**config.mk**
```make
export PLATFORM = sky130hd
export DESIGN_NAME = mult_div_unit_flat
export DESIGN_NICKNAME = d
export VERILOG_FILES = /design/src/rtl/mult_div_unit_if.sv /design/src/rtl/mult_div_unit.sv /design/src/flat_wrapper.sv
export SDC_FILE = /design/constraint.sdc
export NUM_CORES = 1
export LEC_CHECK = 0
export CAP_MARGIN = 10
export CORE_ASPECT_RATIO = 0.75
export CORE_MARGIN = 5
export CORE_UTILIZATION = 25
export CTS_BUF_LIST = sky130_fd_sc_hd__clkbuf_4 sky130_fd_sc_hd__clkbuf_8
export CTS_CLUSTER_DIAMETER = 100
export DETAILED_ROUTE_END_ITERATION = 10
export HOLD_SLACK_MARGIN = 0.1
export MAX_ROUTING_LAYER = met4
export SLEW_MARGIN = 20
export SYNTH_ARGS = -nofsm -noshare
export SYNTH_HDL_FRONTEND = slang
export SYNTH_SLANG_ARGS = --single-unit
export TNS_END_PERCENT = 10
```
**constraint.sdc**
```tcl
create_clock -name clk -period 10.1 [get_ports clk]
set_input_delay 2.02 -clock clk [delete_from_list [all_inputs] [get_ports clk]]
set_output_delay 2.02 -clock clk [all_outputs]
set_load 0.05 [all_outputs]
```
**src/rtl/mult_div_unit_if.sv**
```systemverilog
// Handshake/data bundle between the EX-stage pipeline and mult_div_unit.
// master: pipeline side (drives requests, mthi/mtlo writes and the read select).
// slave : the unit (drives busy, done and the HI/LO read data).
//   start   request an operation (sampled only when busy=0)
//   op      00 MULT, 01 MULTU, 10 DIV, 11 DIVU
//   input1  multiplicand / dividend
//   input2  multiplier / divisor
//   hi_we   write wdata into HI (mthi)
//   lo_we   write wdata into LO (mtlo)
//   wdata   data for hi_we/lo_we
//   hi_lo   read select: 1 = HI, 0 = LO
//   busy    operation in progress
//   done    one-cycle pulse when HI/LO receive a new result
//   data    hi_lo ? HI : LO (combinational)
interface mult_div_unit_if #(
  parameter int unsigned WIDTH = 32
);
  logic             start;
  logic [1:0]       op;
  logic [WIDTH-1:0] input1;
  logic [WIDTH-1:0] input2;
  logic             hi_we;
  logic             lo_we;
  logic [WIDTH-1:0] wdata;
  logic             hi_lo;
  logic             busy;
  logic             done;
  logic [WIDTH-1:0] data;

  modport master (
    output start, op, input1, input2, hi_we, lo_we, wdata, hi_lo,
    input  busy, done, data
  );

  modport slave (
    input  start, op, input1, input2, hi_we, lo_we, wdata, hi_lo,
    output busy, done, data
  );
endinterface

```
**src/rtl/mult_div_unit.sv**
```systemverilog
// Iterative HI/LO multiply/divide unit for the EX stage.
// Shift-add multiply and restoring divide on operand magnitudes, one bit per
// cycle, with sign correction in a final cycle. Fixed latency of WIDTH+1 cycles.
// Ports:
//   clk     system clock, rising edge
//   rst     synchronous active-high reset
//   bus_io  mult_div_unit_if slave modport (start/op/operands, mthi/mtlo
//           writes, read select, busy/done/data)
module mult_div_unit #(
  parameter int unsigned  WIDTH = 32,
  localparam int unsigned CNT_W = $clog2(WIDTH + 1)
) (
  input logic             clk,
  input logic             rst,
  mult_div_unit_if.slave  bus_io
);

  typedef enum logic [1:0] {StIdle, StRun, StFix} state_e;

  state_e           state_q, state_d;
  logic             is_div_q, is_div_d;
  logic             neg_q, neg_d;          // negate product / quotient
  logic             rem_neg_q, rem_neg_d;  // negate remainder (dividend sign)
  logic             div0_q, div0_d;
  logic [WIDTH-1:0] a_q, a_d;              // multiplicand, or dividend -> quotient
  logic [WIDTH-1:0] b_q, b_d;              // multiplier -> product low, or divisor
  logic [WIDTH-1:0] acc_q, acc_d;          // product high, or partial remainder
  logic [CNT_W-1:0] cnt_q, cnt_d;
  logic [WIDTH-1:0] hi_q, hi_d;
  logic [WIDTH-1:0] lo_q, lo_d;
  logic             done_q, done_d;

  // Operand magnitudes for signed ops (op[0]=0 means signed).
  logic             sign1, sign2;
  logic [WIDTH-1:0] abs1, abs2;
  assign sign1 = ~bus_io.op[0] & bus_io.input1[WIDTH-1];
  assign sign2 = ~bus_io.op[0] & bus_io.input2[WIDTH-1];
  assign abs1  = sign1 ? -bus_io.input1 : bus_io.input1;
  assign abs2  = sign2 ? -bus_io.input2 : bus_io.input2;

  // Multiply step: conditionally add, then shift {carry, acc, b} right.
  logic [WIDTH:0] add_sum;
  assign add_sum = {1'b0, acc_q} + (b_q[0] ? {1'b0, a_q} : '0);

  // Divide step: shift next dividend bit into the remainder and trial-subtract.
  logic [WIDTH:0] trial, rem_next;
  logic           ge;
  assign trial    = {acc_q, a_q[WIDTH-1]};
  assign ge       = (trial >= {1'b0, b_q});
  assign rem_next = ge ? (trial - {1'b0, b_q}) : trial;

  // Sign correction applied in the final cycle.
  logic [2*WIDTH-1:0] prod, prod_fix;
  logic [WIDTH-1:0]   quo_fix, rem_fix;
  assign prod     = {acc_q, b_q};
  assign prod_fix = neg_q ? -prod : prod;
  assign quo_fix  = div0_q ? '1 : (neg_q ? -a_q : a_q);
  // With a zero divisor the remainder holds |input1|, so this restores input1.
  assign rem_fix  = rem_neg_q ? -acc_q : acc_q;

  always_comb begin
    state_d   = state_q;
    is_div_d  = is_div_q;
    neg_d     = neg_q;
    rem_neg_d = rem_neg_q;
    div0_d    = div0_q;
    a_d       = a_q;
    b_d       = b_q;
    acc_d     = acc_q;
    cnt_d     = cnt_q;
    hi_d      = hi_q;
    lo_d      = lo_q;
    done_d    = 1'b0;

    case (state_q)
      StIdle: begin
        if (bus_io.hi_we) hi_d = bus_io.wdata;
        if (bus_io.lo_we) lo_d = bus_io.wdata;
        if (bus_io.start) begin
          is_div_d  = bus_io.op[1];
          neg_d     = sign1 ^ sign2;
          rem_neg_d = sign1 & bus_io.op[1];
          div0_d    = (bus_io.input2 == '0);
          a_d       = abs1;
          b_d       = abs2;
          acc_d     = '0;
          cnt_d     = CNT_W'(WIDTH);
          state_d   = StRun;
        end
      end
      StRun: begin
        cnt_d = cnt_q - CNT_W'(1);
        if (is_div_q) begin
          acc_d = rem_next[WIDTH-1:0];
          a_d   = {a_q[WIDTH-2:0], ge};
        end else begin
          acc_d = add_sum[WIDTH:1];
          b_d   = {add_sum[0], b_q[WIDTH-1:1]};
        end
        if (cnt_q == CNT_W'(1)) state_d = StFix;
      end
      StFix: begin
        if (is_div_q) begin
          hi_d = rem_fix;
          lo_d = quo_fix;
        end else begin
          hi_d = prod_fix[2*WIDTH-1:WIDTH];
          lo_d = prod_fix[WIDTH-1:0];
        end
        done_d  = 1'b1;
        state_d = StIdle;
      end
      default: state_d = StIdle;
    endcase
  end

  always_ff @(posedge clk) begin
    if (rst) begin
      state_q   <= StIdle;
      is_div_q  <= 1'b0;
      neg_q     <= 1'b0;
      rem_neg_q <= 1'b0;
      div0_q    <= 1'b0;
      a_q       <= '0;
      b_q       <= '0;
      acc_q     <= '0;
      cnt_q     <= '0;
      hi_q      <= '0;
      lo_q      <= '0;
      done_q    <= 1'b0;
    end else begin
      state_q   <= state_d;
      is_div_q  <= is_div_d;
      neg_q     <= neg_d;
      rem_neg_q <= rem_neg_d;
      div0_q    <= div0_d;
      a_q       <= a_d;
      b_q       <= b_d;
      acc_q     <= acc_d;
      cnt_q     <= cnt_d;
      hi_q      <= hi_d;
      lo_q      <= lo_d;
      done_q    <= done_d;
    end
  end

  assign bus_io.busy = (state_q != StIdle);
  assign bus_io.done = done_q;
  assign bus_io.data = bus_io.hi_lo ? hi_q : lo_q;

endmodule

```
**src/flat_wrapper.sv**
```systemverilog
// flat-port wrapper written by rule: the top's interface ports become plain ports
module mult_div_unit_flat 
#(
  parameter int unsigned  WIDTH = 32,
  localparam int unsigned CNT_W = $clog2(WIDTH + 1)
)
  (clk, rst, bus_io_start, bus_io_op, bus_io_input1, bus_io_input2, bus_io_hi_we, bus_io_lo_we, bus_io_wdata, bus_io_hi_lo, bus_io_busy, bus_io_done, bus_io_data);
  mult_div_unit_if #(.WIDTH(WIDTH)) bus_io_i ();
  input logic clk;
  input logic rst;
  input wire logic [$bits(bus_io_i.start)-1:0] bus_io_start;
  input wire logic [$bits(bus_io_i.op)-1:0] bus_io_op;
  input wire logic [$bits(bus_io_i.input1)-1:0] bus_io_input1;
  input wire logic [$bits(bus_io_i.input2)-1:0] bus_io_input2;
  input wire logic [$bits(bus_io_i.hi_we)-1:0] bus_io_hi_we;
  input wire logic [$bits(bus_io_i.lo_we)-1:0] bus_io_lo_we;
  input wire logic [$bits(bus_io_i.wdata)-1:0] bus_io_wdata;
  input wire logic [$bits(bus_io_i.hi_lo)-1:0] bus_io_hi_lo;
  output wire logic [$bits(bus_io_i.busy)-1:0] bus_io_busy;
  output wire logic [$bits(bus_io_i.done)-1:0] bus_io_done;
  output wire logic [$bits(bus_io_i.data)-1:0] bus_io_data;
  assign bus_io_i.start = bus_io_start;
  assign bus_io_i.op = bus_io_op;
  assign bus_io_i.input1 = bus_io_input1;
  assign bus_io_i.input2 = bus_io_input2;
  assign bus_io_i.hi_we = bus_io_hi_we;
  assign bus_io_i.lo_we = bus_io_lo_we;
  assign bus_io_i.wdata = bus_io_wdata;
  assign bus_io_i.hi_lo = bus_io_hi_lo;
  assign bus_io_busy = bus_io_i.busy;
  assign bus_io_done = bus_io_i.done;
  assign bus_io_data = bus_io_i.data;
  mult_div_unit #(.WIDTH(WIDTH)) u_core (.clk(clk), .rst(rst), .bus_io(bus_io_i));
endmodule
```
==> results of run 1 <==
[routing by layer]
layer / wire length, um / up-vias
met5: 0 / -
met4: 826 / 0
met3: 6700 / 54
met2: 24600 / 649
met1: 29700 / 7664
li1: - / 7549
[cells by family (layout without fill, tap and decap cells)]
kind of cell,after synthesis,count (layout)
and+or+nand+nor,669,669
DFF,173,173
buffers and inverters,217,269
other,0,6
AOI/OAI and AO/OA,652,652
xor gates and xnor gates,202,202
muxes,56,56
adders and majority gates,74,74
[sequential cells by signal, indices dropped and copies added, names as in the netlist]
name	flops
u_core.div0_q	1
u_core.a_q	32
u_core.acc_q	32
u_core.cnt_q	6
u_core.neg_q	1
u_core.is_div_q	1
u_core.rem_neg_q	1
u_core.lo_q	32
u_core.bus_io.done	1
u_core.b_q	32
u_core.state_q	2
u_core.hi_q	32
[layout make-up]
cell class / count / area [um^2]
diodes: 6 / 15.0
clock buffers: 18 / 241
clock inverters: 14 / 229
fillers: 6536 / 42400
inverters: 65 / 244
multi-input cells: 1653 / 10800
flip-flops and latches: 173 / 3470
well taps: 800 / 1000
repair buffers: 172 / 1660
[synthesized netlist by cell type (all sizes together), types with 4 or more instances]
cell,instances,share of area
o21a,5,0.0025
a21o,29,0.014
a21oi,183,0.061
and3,13,0.0054
o21ai,135,0.045
and2,33,0.014
a31oi,14,0.0058
nand2b,17,0.0070
nand3b,4,0.0020
nor4,18,0.0089
o31ai,31,0.017
or3,25,0.010
or4,24,0.012
mux2,47,0.036
mux2i,9,0.0060
dfxtp,173,0.23
ha,72,0.060
nor2b,9,0.0037
xor2,80,0.046
a21boi,4,0.0020
o22ai,21,0.0087
buf,20,0.0072
a311oi,39,0.023
nor2,273,0.068
a211oi,60,0.030
nand3,45,0.015
nor3,38,0.014
a221oi,5,0.0029
o41ai,25,0.015
a22oi,5,0.0025
nand2,141,0.035
a41oi,5,0.0029
xnor2,122,0.071
a2111oi,12,0.0070
o221ai,20,0.012
nand4,10,0.0041
inv,65,0.016
o21bai,10,0.0050
or2,12,0.0051
clkbuf,132,0.033
o211ai,15,0.0075
a222oi,16,0.011
[worst max-delay path: stages]
cell and delay, ps:
clkdlybuf4s50_1 460, buf_4 390, mux2_2 410, clkdlybuf4s50_1 710
[path summary, 6_finish.rpt]
check | to | slack, ps | cells past startpoint
setup / recovery | bus_io_data[11] | 4080 | 4
hold / removal | u_core.hi_q[16]$_SDFFE_PP0P_ | 480 | 2
setup reg to reg | u_core.acc_q[30]$_SDFFE_PP0P_ | 5520 | 14
hold reg to reg | u_core.hi_q[16]$_SDFFE_PP0P_ | 480 | 2
[report_power, final]
part | switching [W] | internal, W
clock network | 0.000326 | 0.000284
registers | 0.0000936 | 0.000741
logic | 0.000583 | 0.000369
[stage by stage]
step                      instances  cell area (um^2)
final                          2901             17700
after global routing           2901             17700
after CTS                      2894             17600
after detailed placement       2862             17200
after global placement         2861             17100
after floorplan                2043             15100
[layout by cell type, fill, tap and decap left out, drive strengths merged, types with 24 or more instances in the layout]
cell and instances:
and2 33, a311oi 39, a21o 29, dfxtp 173, nor2 273, nand3 45
nand2 141, o41ai 25, a21oi 183, o31ai 31, xor2 80, or4 24
buf 36, mux2 47, xnor2 122, inv 71, a211oi 60, clkdlybuf4s50 136
o21ai 135, or3 25, ha 72, nor3 38
==> summary.txt, run 1 <==
Status
  • Status: finished, final reports clean

Drt
  • Via/cell ratio: 5.49
  • Initial DRT Pass Iterations: 7
  • Routed len/inst: 21.3 um
  • Routed WL: 61800 um
  • DRT antenna net count: 0
  • Iteration-0 DRC Markers: 1805
  • Via count of the routed design: 15900
  • Remaining DRCs: 0

STA
  • Fmax: 166 MHz
  • RSZ-0062 raised after global routing: false
  • Slew margin rel.: 0.266
  • Final period utilization: 0.596
  • Worst-margin pin slew: 1070 ps
  • Setup TNS Final: 0 ps
  • Final Skew: 30.0 ps
  • Setup violators final: 0
  • Hold Vio Cnt, Final: 0
  • Hold WS: 479 ps
  • Count of final max-slew check failures: 0
  • Tmin final: 6020 ps
  • Worst setup margin: 4080 ps

Logic synthesis
  • Area share of xor/xnor cells in the synthesized design: 0.117
  • Synthesized flop and latch total: 173
  • Post-synth ARST share: 0
  • Post-synth EDFFs: 0
  • Synth Cell Area: 15100 um^2
  • Synth Net Count: 2221
  • Ys flop type: dfxtp_1
  • Main combinational cell family by area after synthesis: compound AO/OA/AOI/OAI gates
  • Post-Synth Adder-Cell Area: 0.0623
  • Seq/Total Area, Yosys: 0.229
  • Post-synthesis mux area share: 0.0420
  • Ys Warns: 0
  • Compound-cell area share of the yosys netlist: 0.284
  • Synth unique cells: 71
  • Cells after Synth: 2043
  • Post-Syn Area per Cell: 7.39 um^2
  • Synth Area in Simple Gates: 0.209

Power
  • Final Power: 0.00240 W
  • Pwr Density: 136 nW/um^2
  • Peak VDD IR: 0.0000894 V
  • Leak: 6.76 nW

Die
  • Die area: 65400 um^2
  • Starting Density: 0.251
  • Die Width: 294 um
  • Core area: 60100 um^2
  • FP Rows: 78
  • DIE HEIGHT: 223 um
  • # IOs: 138

Global route
  • Initial antenna violation count: 9
  • GRT Util Overall: 0.186
  • Largest net degree at the start of global routing: 103
  • GR Util met3: 0.0702
  • Vias in the first global route: 14700
  • Routing usage on met2: 0.250
  • Met1 GRT Util: 0.267
  • Global route hottest layer: met1
  • Gr ovfl total: 0
  • Global-route wire length before repair: 92300 um

Clocking
  • # H-tree levels: 4
  • CTS buffer count: 17
  • Clk sinks: 173
  • Clock Latency Late Sink: 540 ps
  • Root Driver: clkbuf_8
  • Hold bufs inserted after CTS: 0
  • Post_cts resized: 0
  • Clock tree buffer depth: 2
  • Number of setup buffers added after CTS: 0
  • CTS tree: yes
  • Clk pin slew, worst setup/hold paths: 110 ps

Critical path
  • Worst Path Max Fanout: 32
  • Startpoint Class: primary input
  • Critical Path RT: 8080 ps
  • CP Launch Point: bus_io_hi_lo
  • Endpoint type of the worst setup path: output port
  • R2r startpoint: u_core.b_q[0]$_SDFFE_PP0P_
  • CP arrival: 4000 ps
  • Kind of critical path: primary input to output port

Cells and area
  • Share of cells above drive strength 1: 0.0726
  • Post-layout nets: 2260
  • Syn-to-layout area delta: 17.1%
  • Post-layout util: 0.294

Place
  • Placer congestion estimate: 1.00
  • Port Buf Inserts: 137
  • Dpl hpwl: 48300 um
  • Pre-CTS WS: 4080 ps

Job
  • Number of max-cap violations: 0

Min path
  • Hold Startpoint: u_core.hi_q[16]$_SDFFE_PP0P_
  • HP Class: flop to flop
Power figures use the tool's default switching activity.
==> run 2, diff against run 1 <==
- clock period: 10.1 -> 5.55 ns (I/O delays scaled with it)
==> summary.txt, run 2 (synthesis results as in run 1) <==
Global route
  • Vias in the first global route: 14700
  • Largest net degree at the start of global routing: 141
  • Gr ovfl total: 0
  • Global-route wire length before repair: 92500 um
  • GRT Util Overall: 0.186
  • Initial antenna violation count: 8

STA
  • Worst-margin pin slew: 1050 ps
  • Tmin final: 4300 ps
  • Worst setup margin: 1250 ps
  • Final Skew: 25.5 ps
  • Count of final max-slew check failures: 0
  • Setup violators final: 0
  • RSZ-0062 raised after global routing: false
  • Setup TNS Final: 0 ps
  • Slew margin rel.: 0.292
  • Hold Vio Cnt, Final: 0
  • Fmax: 233 MHz
  • Final period utilization: 0.775
  • Hold WS: 481 ps

Clocking
  • Clk pin slew, worst setup/hold paths: 100 ps
  • Clock Latency Late Sink: 520 ps
  • CTS tree: yes
  • Number of setup buffers added after CTS: 0
  • CTS buffer count: 17
  • Post_cts resized: 0
  • # H-tree levels: 4
  • Root Driver: clkbuf_8
  • Clk sinks: 173
  • Clock tree buffer depth: 2
  • Hold bufs inserted after CTS: 0

Critical path
  • Reg2reg end: u_core.acc_q[30]$_SDFFE_PP0P_
  • R2R cell count: 14
  • Reg-to-reg slack, setup: 1250 ps
  • Kind of critical path: flop to flop
  • Worst-path cell chain: inv_1 > ha_1 > inv_1 > fa_1 > a211oi_1 > o211ai_1 > a2111oi_0 > o31ai_1 > a31oi_1 > o21ai_0 > a21oi_1 > xnor2_1 > mux2i_1 > a311oi_1
  • Worst Path Max Fanout: 4
  • Endpoint type of the worst setup path: flop
  • CP dominant cell by count: inv_1
  • Startpoint Class: flop
  • Critical Path Max Stage Delay: 790 ps
  • Critical Path RT: 5950 ps
  • CP arrival: 4700 ps
  • CP Launch Point: u_core.a_q[31]$_SDFFE_PP0P_
  • Critical-path top delay cell: a2111oi_0
  • R2r startpoint: u_core.a_q[31]$_SDFFE_PP0P_

Power
  • Peak VDD IR: 0.000147 V
  • Leak: 6.72 nW
  • Pwr Density: 239 nW/um^2

Min path
  • Hold Startpoint: u_core.hi_q[8]$_SDFFE_PP0P_
  • HP Class: flop to flop
  • WHS Path Cells: 2
  • Hold endpoint: u_core.hi_q[8]$_SDFFE_PP0P_

Drt
  • Iteration-0 DRC Markers: 1746
  • Initial DRT Pass Iterations: 8
  • Via count of the routed design: 16000
  • Routed len/inst: 21.5 um
  • Remaining DRCs: 0
  • Via/cell ratio: 5.54
  • DRT antenna net count: 0
  • Routed WL: 62200 um

Cells and area
  • Non-filler instance count after layout: 2893
  • Post-layout util: 0.292
  • Post-layout nets: 2256
  • Share of cells above drive strength 1: 0.0708
  • Syn-to-layout area delta: 16.4%
  • Commonest non-fill, non-tap cell in the layout: nor2_1
  • Commonest non-fill, non-tap cells in the layout: nor2_1 (268), a21oi_1 (183), dfxtp_1 (171), nand2_1 (140), clkdlybuf4s50_1 (136)

Place
  • Pre-CTS WS: 1130 ps
  • Port Buf Inserts: 137
  • Placer congestion estimate: 0.995
  • Dpl hpwl: 48900 um
  • Placed cells: 2857

Die
  • Die Width: 294 um
  • DIE HEIGHT: 223 um
  • Core area: 60100 um^2
  • Die area: 65400 um^2
  • # IOs: 138
  • Starting Density: 0.251
  • FP Rows: 78

Status
  • Status: finished, final reports clean

Job
  • Number of max-cap violations: 0
## run 2: worst max-delay path: cells and delay by family (launching register included)
kind / cells / cell delay (ps)
AOI/OAI and AO/OA: 8 / 2750
adders and majority gates: 2 / 650
DFF: 1 / 350
buffers and inverters: 2 / 190
xor gates and xnor gates: 1 / 140
muxes: 1 / 100
## run 2: power breakdown
| group | switching [W] | internal, W |
|---|---|---|
| clock | 0.000558 | 0.000404 |
| sequential | 0.000181 | 0.00135 |
| combinational | 0.00105 | 0.000671 |
| total | 0.00179 | 0.00242 |
## run 2: final cells by class
cell class,instances,area (um^2)
fill,6564,42500
timing repair buffer,168,1650
clock inverter,12,123
inverter,65,244
multi-input combinational,1653,10800
tap,800,1000
clock buffer,20,275
sequential,173,3470
antenna,2,5.00
## run 2: how the worst max path moves through the flow
stage	end	slack, ps	depth (start not counted)
finish	u_core.acc_q[30]$_SDFFE_PP0P_	1250	14
CTS	bus_io_data[21]	1360	4
global route	u_core.acc_q[30]$_SDFFE_PP0P_	1060	14
floorplan	u_core.b_q[26]$_SDFFE_PP0P_	2190	8
global placement	u_core.a_q[29]$_SDFFE_PP0P_	1170	11
detailed placement	u_core.a_q[28]$_SDFFE_PP0P_	1130	8
## run 2: layer usage
layer  wire [um]  track usage
met1       29300        0.265
met2       25000        0.254
met3        6840       0.0636
met4        1050       0.0390
met5           0            -
## run 2: per-stage QoR
| step | instance area (um^2) | power, W |
|---|---|---|
| after floorplan | 15100 | 0.00267 |
| after global placement | 17100 | 0.00321 |
| after detailed placement | 17100 | 0.00322 |
| after CTS | 17500 | 0.00419 |
| after global routing | 17600 | 0.00443 |
| final | 17600 | 0.00421 |
==> run 3, diff against run 2 <==
- clock period: 5.55 -> 3.7 ns (I/O delays scaled with it)
==> summary.txt, run 3 (synthesis results as in run 1) <==
Power
  • Clock share of power: 0.213
  • Leak: 7.52 nW
  • Logic pwr share: 0.454
  • Sw Pwr: 0.00275 W
  • Peak VDD IR: 0.000234 V
  • Switching Fraction: 0.417
  • P_int: 0.00384 W
  • Share of power burned in registers: 0.333
  • Pwr Density: 349 nW/um^2

Die
  • Die area: 65400 um^2
  • Die Width: 294 um
  • FP Rows: 78
  • Core area: 60100 um^2
  • DIE HEIGHT: 223 um
  • # IOs: 138
  • Starting Density: 0.251

Clocking
  • # H-tree levels: 4
  • CTS tree: yes
  • Clock tree buffer depth: 2
  • Root Driver: clkbuf_8
  • Clock Latency Late Sink: 520 ps
  • Hold bufs inserted after CTS: 0
  • CTS buffer count: 17
  • Clk sinks: 173
  • Number of setup buffers added after CTS: 0
  • Clk pin slew, worst setup/hold paths: 100 ps

Critical path
  • Crit path buf inv count: 4
  • Family with the most delay on the worst path: compound AO/OA/AOI/OAI gates
  • CP dominant cell by count: buf_4
  • CP arrival: 3900 ps
  • Endpoint type of the worst setup path: flop
  • Worst-path cell chain: buf_4 > and2_1 > ha_1 > nand2_1 > or3_1 > a21oi_1 > o41ai_1 > buf_4 > o31ai_1 > buf_4 > a41oi_1 > buf_4 > o21ai_2 > xor2_1 > a221oi_2 > a21oi_1
  • Kind of critical path: flop to flop
  • Reg-to-reg slack, setup: 170 ps
  • Critical Path Max Stage Delay: 380 ps
  • CP Launch Point: u_core.b_q[0]$_SDFFE_PP0P_
  • Critical-path top delay cell: or3_1
  • Startpoint Class: flop
  • Worst Path Max Fanout: 16
  • Critical Path RT: 4080 ps
  • R2r startpoint: u_core.b_q[0]$_SDFFE_PP0P_

Drt
  • Iteration-0 DRC Markers: 2040
  • Routed len/inst: 21.1 um
  • Via count of the routed design: 16600
  • DRT antenna net count: 0
  • Remaining DRCs: 0
  • Via/cell ratio: 5.48
  • Routed WL: 63600 um
  • Initial DRT Pass Iterations: 6

Cells and area
  • Commonest non-fill, non-tap cell in the layout: nor2_1
  • Post-layout nets: 2383
  • Share of cells above drive strength 1: 0.140
  • Commonest non-fill, non-tap cells in the layout: nor2_1 (268), a21oi_1 (182), dfxtp_1 (171), buf_4 (156), nand2_1 (140)
  • Fill count: 6477
  • Syn-to-layout area delta: 24.9%
  • Post-layout util: 0.314

STA
  • RSZ-0062 raised after global routing: true
  • Tmin final: 3530 ps
  • Fmax: 284 MHz
  • Hold WS: 458 ps
  • Hold Vio Cnt, Final: 0
  • Worst-margin pin slew: 1030 ps
  • Final period utilization: 0.953
  • Final Skew: 20.3 ps
  • Setup violators final: 0
  • Count of final max-slew check failures: 0
  • Slew margin rel.: 0.311

Global route
  • Gr ovfl total: 0
  • Vias in the first global route: 15300
  • Global-route wire length before repair: 95800 um
  • Initial antenna violation count: 6
  • GRT Util Overall: 0.192
  • Largest net degree at the start of global routing: 123

Place
  • Port Buf Inserts: 137
  • Placer congestion estimate: 1.01
  • Dpl hpwl: 51200 um

Status
  • Status: finished, final reports clean

Job
  • Number of max-cap violations: 0

Min path
  • Hold Startpoint: u_core.hi_q[11]$_SDFFE_PP0P_
  • HP Class: flop to flop
run 3: cell types whose count changed in the layout (fill, tap and decap cells not counted), sizes merged:
cell           previous run  this run
clkinv                    4         5
buf                      32       191
clkdlybuf4s50           136       104
clkbuf                   20        19
run 3: routing by layer:
metal	wire (um)	part of all wire	GRT usage
met1	31100	0.49	0.292
met2	26200	0.41	0.264
met3	5590	0.088	0.0335
met4	797	0.013	0.0325
met5	0	0	-
run 3: worst paths after layout:
check,to,depth (start not counted)
max reg2reg,u_core.acc_q[28]$_SDFFE_PP0P_,16
max,u_core.acc_q[28]$_SDFFE_PP0P_,16
min,u_core.hi_q[11]$_SDFFE_PP0P_,2
min reg2reg,u_core.hi_q[11]$_SDFFE_PP0P_,2
run 3: stage by stage:
stage,instance area (um^2),instances,total power [W],worst slack [ps],TNS [ps]
after floorplan,15100,2043,0.00401,499,0
after global placement,18400,2986,0.00513,7.27,0
after detailed placement,18400,2986,0.00515,-4.89,-4.89
after CTS,18800,3018,0.00656,103,0
after global routing,18800,3020,0.00693,-14.0,-14.0
final,18800,3020,0.00658,175,0
run 3: worst reg2reg max path: stages (launching register included):
cell and delay [ps]:
dfxtp_1 350, buf_4 190, and2_1 180, ha_1 370
nand2_1 90, or3_1 380, a21oi_1 150, o41ai_1 100
buf_4 170, o31ai_1 240, buf_4 190, a41oi_1 130
buf_4 180, o21ai_2 180, xor2_1 120, a221oi_2 280
a21oi_1 110
run 3: final cells by class:
cell class	instances	area (um^2)	area share
Antenna cell	2	5.00	0.000266
Clock buffer	19	255	0.0135
Timing Repair Buffer	295	2910	0.155
Inverter	65	244	0.0129
Sequential cell	173	3470	0.184
Clock inverter	13	126	0.00670
Multi-Input combinational cell	1653	10800	0.575
Tap cell	800	1000	0.0531
run 3: power groups by stage:
stage | combinational, W | clock (W) | sequential [W]
3_3_place_gp | 0.00291 | 0 | 0.00222
3_5_place_dp | 0.00293 | 0 | 0.00223
4_1_cts | 0.00294 | 0.00143 | 0.00218
6_report | 0.00299 | 0.00140 | 0.00219
2_1_floorplan | 0.00183 | 0 | 0.00217
5_1_grt | 0.00322 | 0.00151 | 0.00221
run 3: repair_timing:
item | in CTS | in global routing
endpoints found under the setup margin | 0 | 5
endpoints found under the hold margin | 0 | 0
resized for setup | 0 | 6
